==> src/rtl/imem_loader.sv <==
// imem_loader: write-side companion to the instruction memory.
// Accepts a byte stream over a valid/ready handshake and writes it into
// consecutive instruction memory locations starting at address 0. The CPU
// is held in reset (cpu_hold=1) until a complete image has been loaded.
//
// Optional feature macro: IMEM_LOADER_CHECKSUM_EN
//   When defined, one extra checksum beat follows the data beats. The
//   (8-bit running sum + checksum) must be 0 mod 256, or the load fails.
//
// Ports:
//   clk, rst_n          clock (rising edge), async active-low reset
//   start, len          single-cycle load request, word count sampled on start
//   abort               cancels a load in progress
//   in_valid, in_data   host byte stream
//   in_ready            loader accepts in_data this cycle (decode of state)
//   mem_we/addr/wdata   instruction memory write port (registered)
//   busy, done, err     status; err is sticky until reset or a valid start
//   cpu_hold            holds CPU in reset while high
module imem_loader #(
  parameter int ADDR_W = 8,
  parameter int DATA_W = 8,
  parameter int DEPTH  = 256
) (
  input  logic              clk,
  input  logic              rst_n,
  input  logic              start,
  input  logic [ADDR_W:0]   len,
  input  logic              abort,
  input  logic              in_valid,
  input  logic [DATA_W-1:0] in_data,
  output logic              in_ready,
  output logic              mem_we,
  output logic [ADDR_W-1:0] mem_addr,
  output logic [DATA_W-1:0] mem_wdata,
  output logic              busy,
  output logic              done,
  output logic              err,
  output logic              cpu_hold
);

`ifdef IMEM_LOADER_CHECKSUM_EN
  typedef enum logic [1:0] {IDLE, LOAD, CHECK, DONE} state_e;
`else
  typedef enum logic [1:0] {IDLE, LOAD, DONE} state_e;
`endif

  localparam logic [ADDR_W:0] DEPTH_L = (ADDR_W+1)'(DEPTH);
  localparam logic [ADDR_W:0] ONE_L   = (ADDR_W+1)'(1);

  state_e              state_q, state_d;
  logic [ADDR_W:0]     count_q, count_d;
  logic [ADDR_W:0]     len_q, len_d;
  logic                err_q, err_d;
  logic                mem_we_q, mem_we_d;
  logic [ADDR_W-1:0]   mem_addr_q, mem_addr_d;
  logic [DATA_W-1:0]   mem_wdata_q, mem_wdata_d;
`ifdef IMEM_LOADER_CHECKSUM_EN
  logic [7:0]          sum_q, sum_d;
`endif

  logic len_ok;
  logic beat;

  assign len_ok = (len != '0) && (len <= DEPTH_L);

  always_comb begin
    state_d     = state_q;
    count_d     = count_q;
    len_d       = len_q;
    err_d       = err_q;
    mem_we_d    = 1'b0;
    mem_addr_d  = mem_addr_q;
    mem_wdata_d = mem_wdata_q;
`ifdef IMEM_LOADER_CHECKSUM_EN
    sum_d       = sum_q;
    in_ready    = (state_q == LOAD) || (state_q == CHECK);
`else
    in_ready    = (state_q == LOAD);
`endif
    busy        = in_ready;
    done        = (state_q == DONE);
    cpu_hold    = ~done;
    beat        = in_valid && in_ready;

    case (state_q)
      IDLE, DONE: begin
        if (start) begin
          if (len_ok) begin
            len_d   = len;
            count_d = '0;
            err_d   = 1'b0;
`ifdef IMEM_LOADER_CHECKSUM_EN
            sum_d   = '0;
`endif
            state_d = LOAD;
          end else begin
            err_d = 1'b1;
          end
        end
      end
      LOAD: begin
        // abort takes priority: the beat presented alongside it is dropped
        if (abort) begin
          err_d   = 1'b1;
          state_d = IDLE;
        end else if (beat) begin
          mem_we_d    = 1'b1;
          mem_addr_d  = count_q[ADDR_W-1:0];
          mem_wdata_d = in_data;
          count_d     = count_q + ONE_L;
`ifdef IMEM_LOADER_CHECKSUM_EN
          sum_d       = sum_q + 8'(in_data);
          if (count_d == len_q) state_d = CHECK;
`else
          if (count_d == len_q) state_d = DONE;
`endif
        end
      end
`ifdef IMEM_LOADER_CHECKSUM_EN
      CHECK: begin
        if (abort) begin
          err_d   = 1'b1;
          state_d = IDLE;
        end else if (beat) begin
          // checksum beat is consumed but never written to memory
          if ((sum_q + 8'(in_data)) == 8'd0) begin
            state_d = DONE;
          end else begin
            err_d   = 1'b1;
            state_d = IDLE;
          end
        end
      end
`endif
      default: state_d = IDLE;
    endcase
  end

  always_ff @(posedge clk or negedge rst_n) begin
    if (!rst_n) begin
      state_q     <= IDLE;
      count_q     <= '0;
      len_q       <= '0;
      err_q       <= 1'b0;
      mem_we_q    <= 1'b0;
      mem_addr_q  <= '0;
      mem_wdata_q <= '0;
`ifdef IMEM_LOADER_CHECKSUM_EN
      sum_q       <= '0;
`endif
    end else begin
      state_q     <= state_d;
      count_q     <= count_d;
      len_q       <= len_d;
      err_q       <= err_d;
      mem_we_q    <= mem_we_d;
      mem_addr_q  <= mem_addr_d;
      mem_wdata_q <= mem_wdata_d;
`ifdef IMEM_LOADER_CHECKSUM_EN
      sum_q       <= sum_d;
`endif
    end
  end

  assign mem_we    = mem_we_q;
  assign mem_addr  = mem_addr_q;
  assign mem_wdata = mem_wdata_q;
  assign err       = err_q;

endmodule
==> config.mk <==
export PLATFORM = sky130hd
export DESIGN_NAME = imem_loader
export DESIGN_NICKNAME = d
export VERILOG_FILES = /design/src/rtl/imem_loader.sv
export SDC_FILE = /design/constraint.sdc
export NUM_CORES = 1
export LEC_CHECK = 0
export ABC_AREA = 1
export BUFFER_PORTS_ARGS = -buffer_cell sky130_fd_sc_hd__buf_2
export CAP_MARGIN = 20
export CORE_UTILIZATION = 57
export DETAILED_ROUTE_END_ITERATION = 6
export PLACE_DENSITY = 0.84
export SYNTH_ARGS = -nofsm -noshare
export SYNTH_HDL_FRONTEND = slang
export SYNTH_SLANG_ARGS = --single-unit
==> constraint.sdc <==
create_clock -name clk -period 4.8 [get_ports clk]
set_input_delay 0.48 -clock clk [delete_from_list [all_inputs] [get_ports clk]]
set_output_delay 0.48 -clock clk [all_outputs]
set_load 0.03 [all_outputs]
Word-level counts from Yosys, hierarchy flattened
Cells that the tools add are included.

Bits in registers: 38. Input port bits: 22. Output and inout port bits: 22. Word-level logic and storage cells: 50.

$add $sub $neg: 1. $lt $le $gt $ge: 1. Eq/ne operators: 10. Muxes and demuxes: 18. Bitwise operators: 2. Reduce and logical (&&, ||, !) cells: 11.

Operators by type and width (count): 2-to-1 mux 9 bit (4); case mux 9 bit (2 select lines) (1); 2-to-1 mux 2 bit (5); adder 9 x 1 -> 9 bit (second input constant) (1); == test 9 bit (1); <= comparator 9 bit (second input constant) (1); AND reduction 3 bit (3); nonzero test 9 bit (1); inequality test 2 bit (second input constant) (4); 2-to-1 mux 1 bit (6); inequality test 3 x 2 -> 1 bit (second input constant) (2); AND reduction 5 bit (1); case mux 2 bit (2 select lines) (1); AND reduction 4 bit (1); == test 2 x 1 -> 1 bit (second input constant) (1); == test 2 bit (second input constant) (1); logical AND 1 bit (2); logical NOT 2 bit (1); inequality test 2 x 1 -> 1 bit (second input constant) (1); NOT 1 bit (2); case mux 1 bit (2 select lines) (1); nonzero test 2 bit (1); OR reduction 2 bit (1).

Longest topological paths before layout
Gate-level depths: netlist of run 1.

Depth in word-level cells: 6. Mapped depth: 12. Depth with buffers taken out: 12.

Worst setup path before layout of run 1
No wires, ideal clock.

Path type: register to output. Start point: register state_q[0]. End point: output port cpu_hold. Arrival: 1156 ps. Required time: 4320 ps. Path slack: 3164 ps. Cell stages (with the launch flop): 3. Path buffers: 0. Path through: dfrtp_1 -> nor2_1 -> inv_1.

Cells in the longest elaborated chain, start to end: 2.

Ends and longest elaborated chain: start, declared (RTL line 50) `state_e state_q, state_d;`; start signal, assigned (RTL line 152) `state_q <= state_d;`; == test 2 bit (RTL line 81) `done = (state_q == DONE);`; via done (RTL line 36) `output logic done,`; NOT 1 bit (RTL line 82) `cpu_hold = ~done;`; end, declared (RTL line 38) `output logic cpu_hold`.

The timed path passes the listed nets, and every way through them passes these cells.

Worst setup path after layout of run 1
Start point: register count_q[0]. End point: register state_q[0].

Cells in the longest elaborated chain, start to end: 4.

Ends and longest elaborated chain: start, declared (RTL line 51) `logic [ADDR_W:0] count_q, count_d;`; start signal, assigned (RTL line 153) `count_q <= count_d;`; adder 9 x 1 -> 9 bit (RTL line 110) `count_d = count_q + ONE_L;`; == test 9 bit (RTL line 115) `if (count_d == len_q) state_d = DONE;`; inequality test 3 x 2 -> 1 bit (no source line); AND reduction 4 bit (no source line).

No other way between the ends. A chain may end at the register's enable or synchronous reset.

==> results of run 1 <==
worst max-delay path: stages, from the launching register on:
cell and delay [ns]:
dfrtp_1 0.44, ha_1 0.25, nand2_1 0.10, nor2_1 0.25, nand2_1 0.09, nand2_1 0.08
nand2_1 0.06, nand2_1 0.06, nand2_1 0.05, nor2_1 0.11, nand3_1 0.10, nand3_1 0.08
nand2_1 0.05
worst max-delay path by stage:
stage / slack [ns] / endpoint / from / cells past startpoint
3_3_place_gp: 2.88 / len_q[3]$_DFFE_PN0P_ / len[5] / 7
5_1_grt: 2.70 / state_q[1]$_DFFE_PN0P_ / count_q[0]$_DFFE_PN0P_ / 11
2_1_floorplan: 3.16 / cpu_hold / state_q[0]$_DFFE_PN0P_ / 2
4_1_cts: 2.95 / state_q[1]$_DFFE_PN0P_ / count_q[0]$_DFFE_PN0P_ / 9
6_report: 2.96 / state_q[0]$_DFFE_PN0P_ / count_q[0]$_DFFE_PN0P_ / 12
3_5_place_dp: 2.78 / len_q[1]$_DFFE_PN0P_ / len[3] / 7
cell usage after synthesis (2+ instances only):
| master | number | area [um2] |
|---|---|---|
| nor2_4 | 2 | 22.5 |
| buf_2 | 3 | 15.0 |
| nor2_1 | 25 | 93.8 |
| inv_2 | 4 | 15.0 |
| nand3b_1 | 4 | 30.0 |
| inv_1 | 25 | 93.8 |
| o22ai_2 | 4 | 50.1 |
| buf_6 | 2 | 22.5 |
| o21ai_1 | 6 | 30.0 |
| nand2_1 | 82 | 308 |
| o22ai_1 | 2 | 12.5 |
| a21oi_1 | 4 | 20.0 |
| nand3_1 | 17 | 85.1 |
| mux2_2 | 4 | 45.0 |
| dfrtp_1 | 38 | 951 |
| o21ai_0 | 8 | 40.0 |
through the flow:
stage,std cells,power [mW]
after floorplan,237,0.865
after global placement,317,0.975
after detailed placement,317,0.990
after CTS,324,1.15
after global routing,324,1.22
final,324,1.14
kinds of logic after synthesis:
group                    synth area share, %
multiplexers                            2.39
adder cells (fa/ha/maj)                0.663
AND/OR/NAND/NOR                         29.3
AO/OA/AOI/OAI                           8.89
flip-flops                              50.4
buffers and inverters                   8.36
area by class of cell:
class	count	area, um2
Clock inverter	2	10.0
Inverter	29	109
Multi-Input combinational cell	163	777
Timing Repair Buffer	43	215
Sequential cell	38	951
Fill cell	303	948
Tap cell	44	55.1
Clock buffer	5	37.5
flip-flops by register name (all words and copies together), names as in the netlist:
name and cells:
mem_addr 8, len_q 9, mem_we 1, mem_wdata 8, count_q 9, state_q 2, err 1
placed cells by master (no fill, tap or decap):
cell and instances:
a21boi_0 1, a21oi_1 4, and3_1 1, buf_2 43, clkbuf_4 5, clkinv_2 2
dfrtp_1 38, ha_1 1, inv_1 25, inv_2 4, mux2_2 4, nand2_1 82
nand3_1 17, nand3b_1 4, nor2_1 25, nor2_2 1, nor2_4 2, o21ai_0 8
o21ai_1 6, o21bai_1 1, o22ai_1 2, o22ai_2 4
per-layer routing:
metal	share of wire, %	global-route usage (%)	vias up
li1	-	-	836
met2	48	41.1	44
met4	1.5	8.31	0
met5	0	0	-
met1	45	29.5	745
met3	5.3	7.21	7
power groups by stage:
stage | sequential [mW] | clock [mW] | combinational (mW)
floorplan | 0.613 | 0 | 0.252
global placement | 0.497 | 0 | 0.478
detailed placement | 0.502 | 0 | 0.488
CTS | 0.495 | 0.161 | 0.490
global route | 0.507 | 0.175 | 0.540
finish | 0.494 | 0.155 | 0.486
==> metrics, run 1 <==
sequential share of power=43.5%; Die Y=59.5 um; crit end category=flip-flop; antenna violations before repair=0; Starting Density=60.8%; sequential share of the synthesized area=50.4%; CP Class=flip-flop to flip-flop; largest net degree at the start of global routing=39; die width=59.5 um; Combinational Power Share=42.8%; antenna-violating nets left=0; Hold-fix buffers, CTS=0; crit start category=flip-flop; syn nets=260; vias=1,632; R2R setup slack=2.96 ns; RSZ-0062 raised after global routing=false; R2R Path End=state_q[0]$_DFFE_PN0P_; Wirelength per Cell=11.3 um; hold_ws=0.207 ns; Die Area=3540 um2; top-level I/O count=44; critical-path maximum fanout=5; clock group share of total power=13.7%; syn avg cell area=7.96 um2; final hold viol count=0; Data arrival, critical path=2.07 ns; total wire length=3670 um; Pleak=1.14 nW; Fin Setup TNS=0 ns; Setup Fix Bufs, Post-CTS=0; cell count after synthesis=237; dpl hpwl=2700 um; Sink Count=38; max-slew violation count=0; total global-route track usage=24.3%; # resized after CTS=0; Reg-to-Reg Start=count_q[0]$_DFFE_PN0P_; CP Data Required Time=5.02 ns; max cap viols=0; Num CTS Buffers=5; number of synthesized flops with an enable pin=0; GP Congestion=0.842; Power Dens Cells=527 nW/um2; global-route wire length before repair=6260 um; # nets final=303; initial DRC count=71; Mapped Area=1890 um2; pre-CTS setup slack=2.78 ns; Top FF cell, synth=dfrtp_1; Overflow after GRT=0; area of placed instances=2110 um2; asr flop ratio synth=100%; drt first pass iters=4; vias in the first global route=1,505; core area=3100 um2; synthesis-to-layout area growth=14.3%; Final setup viols=0; Worst-Margin Slew=0.812 ns; Final Skew=0.00544 ns; clock slew at reported path FFs=0.11 ns; VDD IR-drop max=398 uV; HP Class=input pin to asynchronous set/reset pin; # diodes=0; TritonCTS clock tree=done; Sw Share=43.8%; clk buf depth=2; internal power=638 uW; layout cells sized above 1=23.2%; synth unique cells=23; Design Area, Final=2150 um2; number of synthesized register bits=38; Std-Cell Rows=20; FF-to-FF path depth=12; Slew headroom=45.9%; Yosys warning total=0; root buf cell=clkbuf_4; final worst slack=2.96 ns; DRC=0; H-tree depth=2; P_sw=497 uW; worst skew pair latency=0.35 ns; IO buf count=43; Max Fclk=542 MHz; Final period util=38.4%; status=finished, final reports clean; Via density=5.04; Tmin final=1.84 ns; Final Util=69.4%
No activity file was read; power rests on OpenSTA's default activity.
==> run 2: changes to the inputs <==
CORE_UTILIZATION = 53   (was 57)
PLACE_DENSITY = 0.79   (was 0.84)
clock period = 1.9 ns   (was 4.8 ns; I/O delays follow)
==> metrics, run 2 (same netlist as run 1, synthesis figures left out) <==
Pleak=1.17 nW; stages on the worst setup path=11; # diodes=0; synthesis-to-layout area growth=18.1%; Fin Setup TNS=0 ns; most used cell, CP=nand2_1; Die Area=3800 um2; Std-Cell Rows=21; largest net degree at the start of global routing=39; clock slew at reported path FFs=0.10 ns; antenna violations before repair=0; Worst-Margin Slew=0.507 ns; Worst path slowest cell=dfrtp_2; final hold viol count=0; core area=3360 um2; IO buf count=43; Reg-to-Reg Start=count_q[0]$_DFFE_PN0P_; Wirelength per Cell=11.3 um; most frequent cells in the layout=nand2_1 (82), buf_2 (43), dfrtp_1 (37), inv_1 (25), nor2_1 (24); Cells after DPL=322; Design Area, Final=2230 um2; DRC=0; worst skew pair latency=0.33 ns; # nets final=307; worst-path cell chain=ha_1, nand2_1, nor2_2, nand2_1, nand2_1, nand2_1, nand2_1, nand2_1, nor2_1, nand3_1, a21boi_0; H-tree depth=2; Slew headroom=66.2%; RSZ-0062 raised after global routing=false; register area=952 um2; Final setup viols=0; Num CTS Buffers=5; clk buf depth=2; Setup Fix Bufs, Post-CTS=0; global-route wire length before repair=6160 um; HP Class=input pin to flip-flop; hold_ws=0.0517 ns; Starting Density=56.1%; VDD IR-drop max=819 uV; Via density=5.00; met1 GRT Util=28.8%; antenna-violating nets left=0; busiest grt layer=met2; WP buf/inv=0; dpl hpwl=2750 um; Power Dens Cells=1370 nW/um2; GP Congestion=0.843; final cell count without fillers=330; total global-route track usage=22.7%; Overflow after GRT=0; crit start category=flip-flop; Hold Path Depth=3; area of placed instances=2130 um2; layout cells sized above 1=24.6%; top-level I/O count=44; Tmin final=1.66 ns; Sink Count=38; Data arrival, critical path=1.91 ns; CP Data Required Time=2.15 ns; commonest non-fill, non-tap cell in the layout=nand2_1; vias in the first global route=1,469; FILL cells=336; end of the worst hold path=mem_wdata[0]$_DFFE_PN0P_; crit-path leading delay family=simple AND/OR/NAND/NOR gates; initial DRC count=46; max-slew violation count=0; total wire length=3730 um; drt first pass iters=4; Final Skew=0.00941 ns; Die Y=61.6 um; Global Route met3 Usage=5.67%; GR Layer Usage met2=38.2%; critical-path maximum fanout=5; R2R Path End=state_q[1]$_DFFE_PN0P_; crit end category=flip-flop; max cap viols=0; Final period util=87.1%; CP peak stage delay=0.42 ns; status=finished, final reports clean; Multi-input gate area=779 um2; die width=61.6 um; Top Registers=count_q x9, len_q x9; hold path startpoint=in_data[0]; R2R setup slack=0.24 ns; root buf cell=clkbuf_4; TritonCTS clock tree=done; CP Class=flip-flop to flip-flop; FF-to-FF path depth=11; Max Fclk=604 MHz; vias=1,651
run 2: worst max-delay path by stage:
| stage | endpoint | slack [ns] | from |
|---|---|---|---|
| 2_1_floorplan | state_q[0]$_DFFE_PN0P_ | 0.39 | count_q[0]$_DFFE_PN0P_ |
| 3_3_place_gp | state_q[0]$_DFFE_PN0P_ | 0.28 | count_q[0]$_DFFE_PN0P_ |
| 3_5_place_dp | state_q[1]$_DFFE_PN0P_ | 0.15 | count_q[0]$_DFFE_PN0P_ |
| 4_1_cts | state_q[1]$_DFFE_PN0P_ | 0.16 | count_q[0]$_DFFE_PN0P_ |
| 5_1_grt | state_q[0]$_DFFE_PN0P_ | 0.01 | count_q[0]$_DFFE_PN0P_ |
| 6_report | state_q[1]$_DFFE_PN0P_ | 0.24 | count_q[0]$_DFFE_PN0P_ |
run 2: layer usage:
metal / wire (um) / share of wire, % / vias to the layer above
met1: 1710 / 46 / 774
met2: 1840 / 49 / 35
met5: 0 / 0 / -
met4: 48 / 1.3 / 0
met3: 135 / 3.6 / 5
li1: - / - / 837
run 2: repair_timing:
item / 4_1_cts / 5_1_grt
setup endpoints to repair: 0 / 2
gates resized for setup: 0 / 3
hold endpoints to repair: 38 / 0
hold buffers: 1 / 0
run 2: area by class of cell:
type | count | area share, %
Timing Repair Buffer | 47 | 11.1
Multi-Input combinational cell | 163 | 35.0
Inverter | 29 | 4.89
Tap cell | 46 | 2.58
Clock inverter | 1 | 1.35
Clock buffer | 6 | 2.30
Sequential cell | 38 | 42.8
run 2: worst min-delay path, delay by kind of cell:
family | cells | cell delay (ns)
buf+inv | 1 | 0.07
simple gates | 2 | 0.09
run 2: per-stage QoR:
stage / util [%] / total power [mW] / worst slack [ns]
final: 66.2 / 3.05 / 0.244
after global routing: 66.2 / 3.27 / 0.0142
after CTS: 66.1 / 3.07 / 0.161
after detailed placement: 63.4 / 2.52 / 0.151
after global placement: 63.4 / 2.48 / 0.283
after floorplan: - / 2.19 / 0.387
run 2: power breakdown:
group          switching (mW)  total [mW]  internal (mW)  leakage, nW
clock network           0.241       0.548          0.306       0.0443
registers               0.177        1.26           1.08        0.482
logic                   0.830        1.24          0.408        0.646
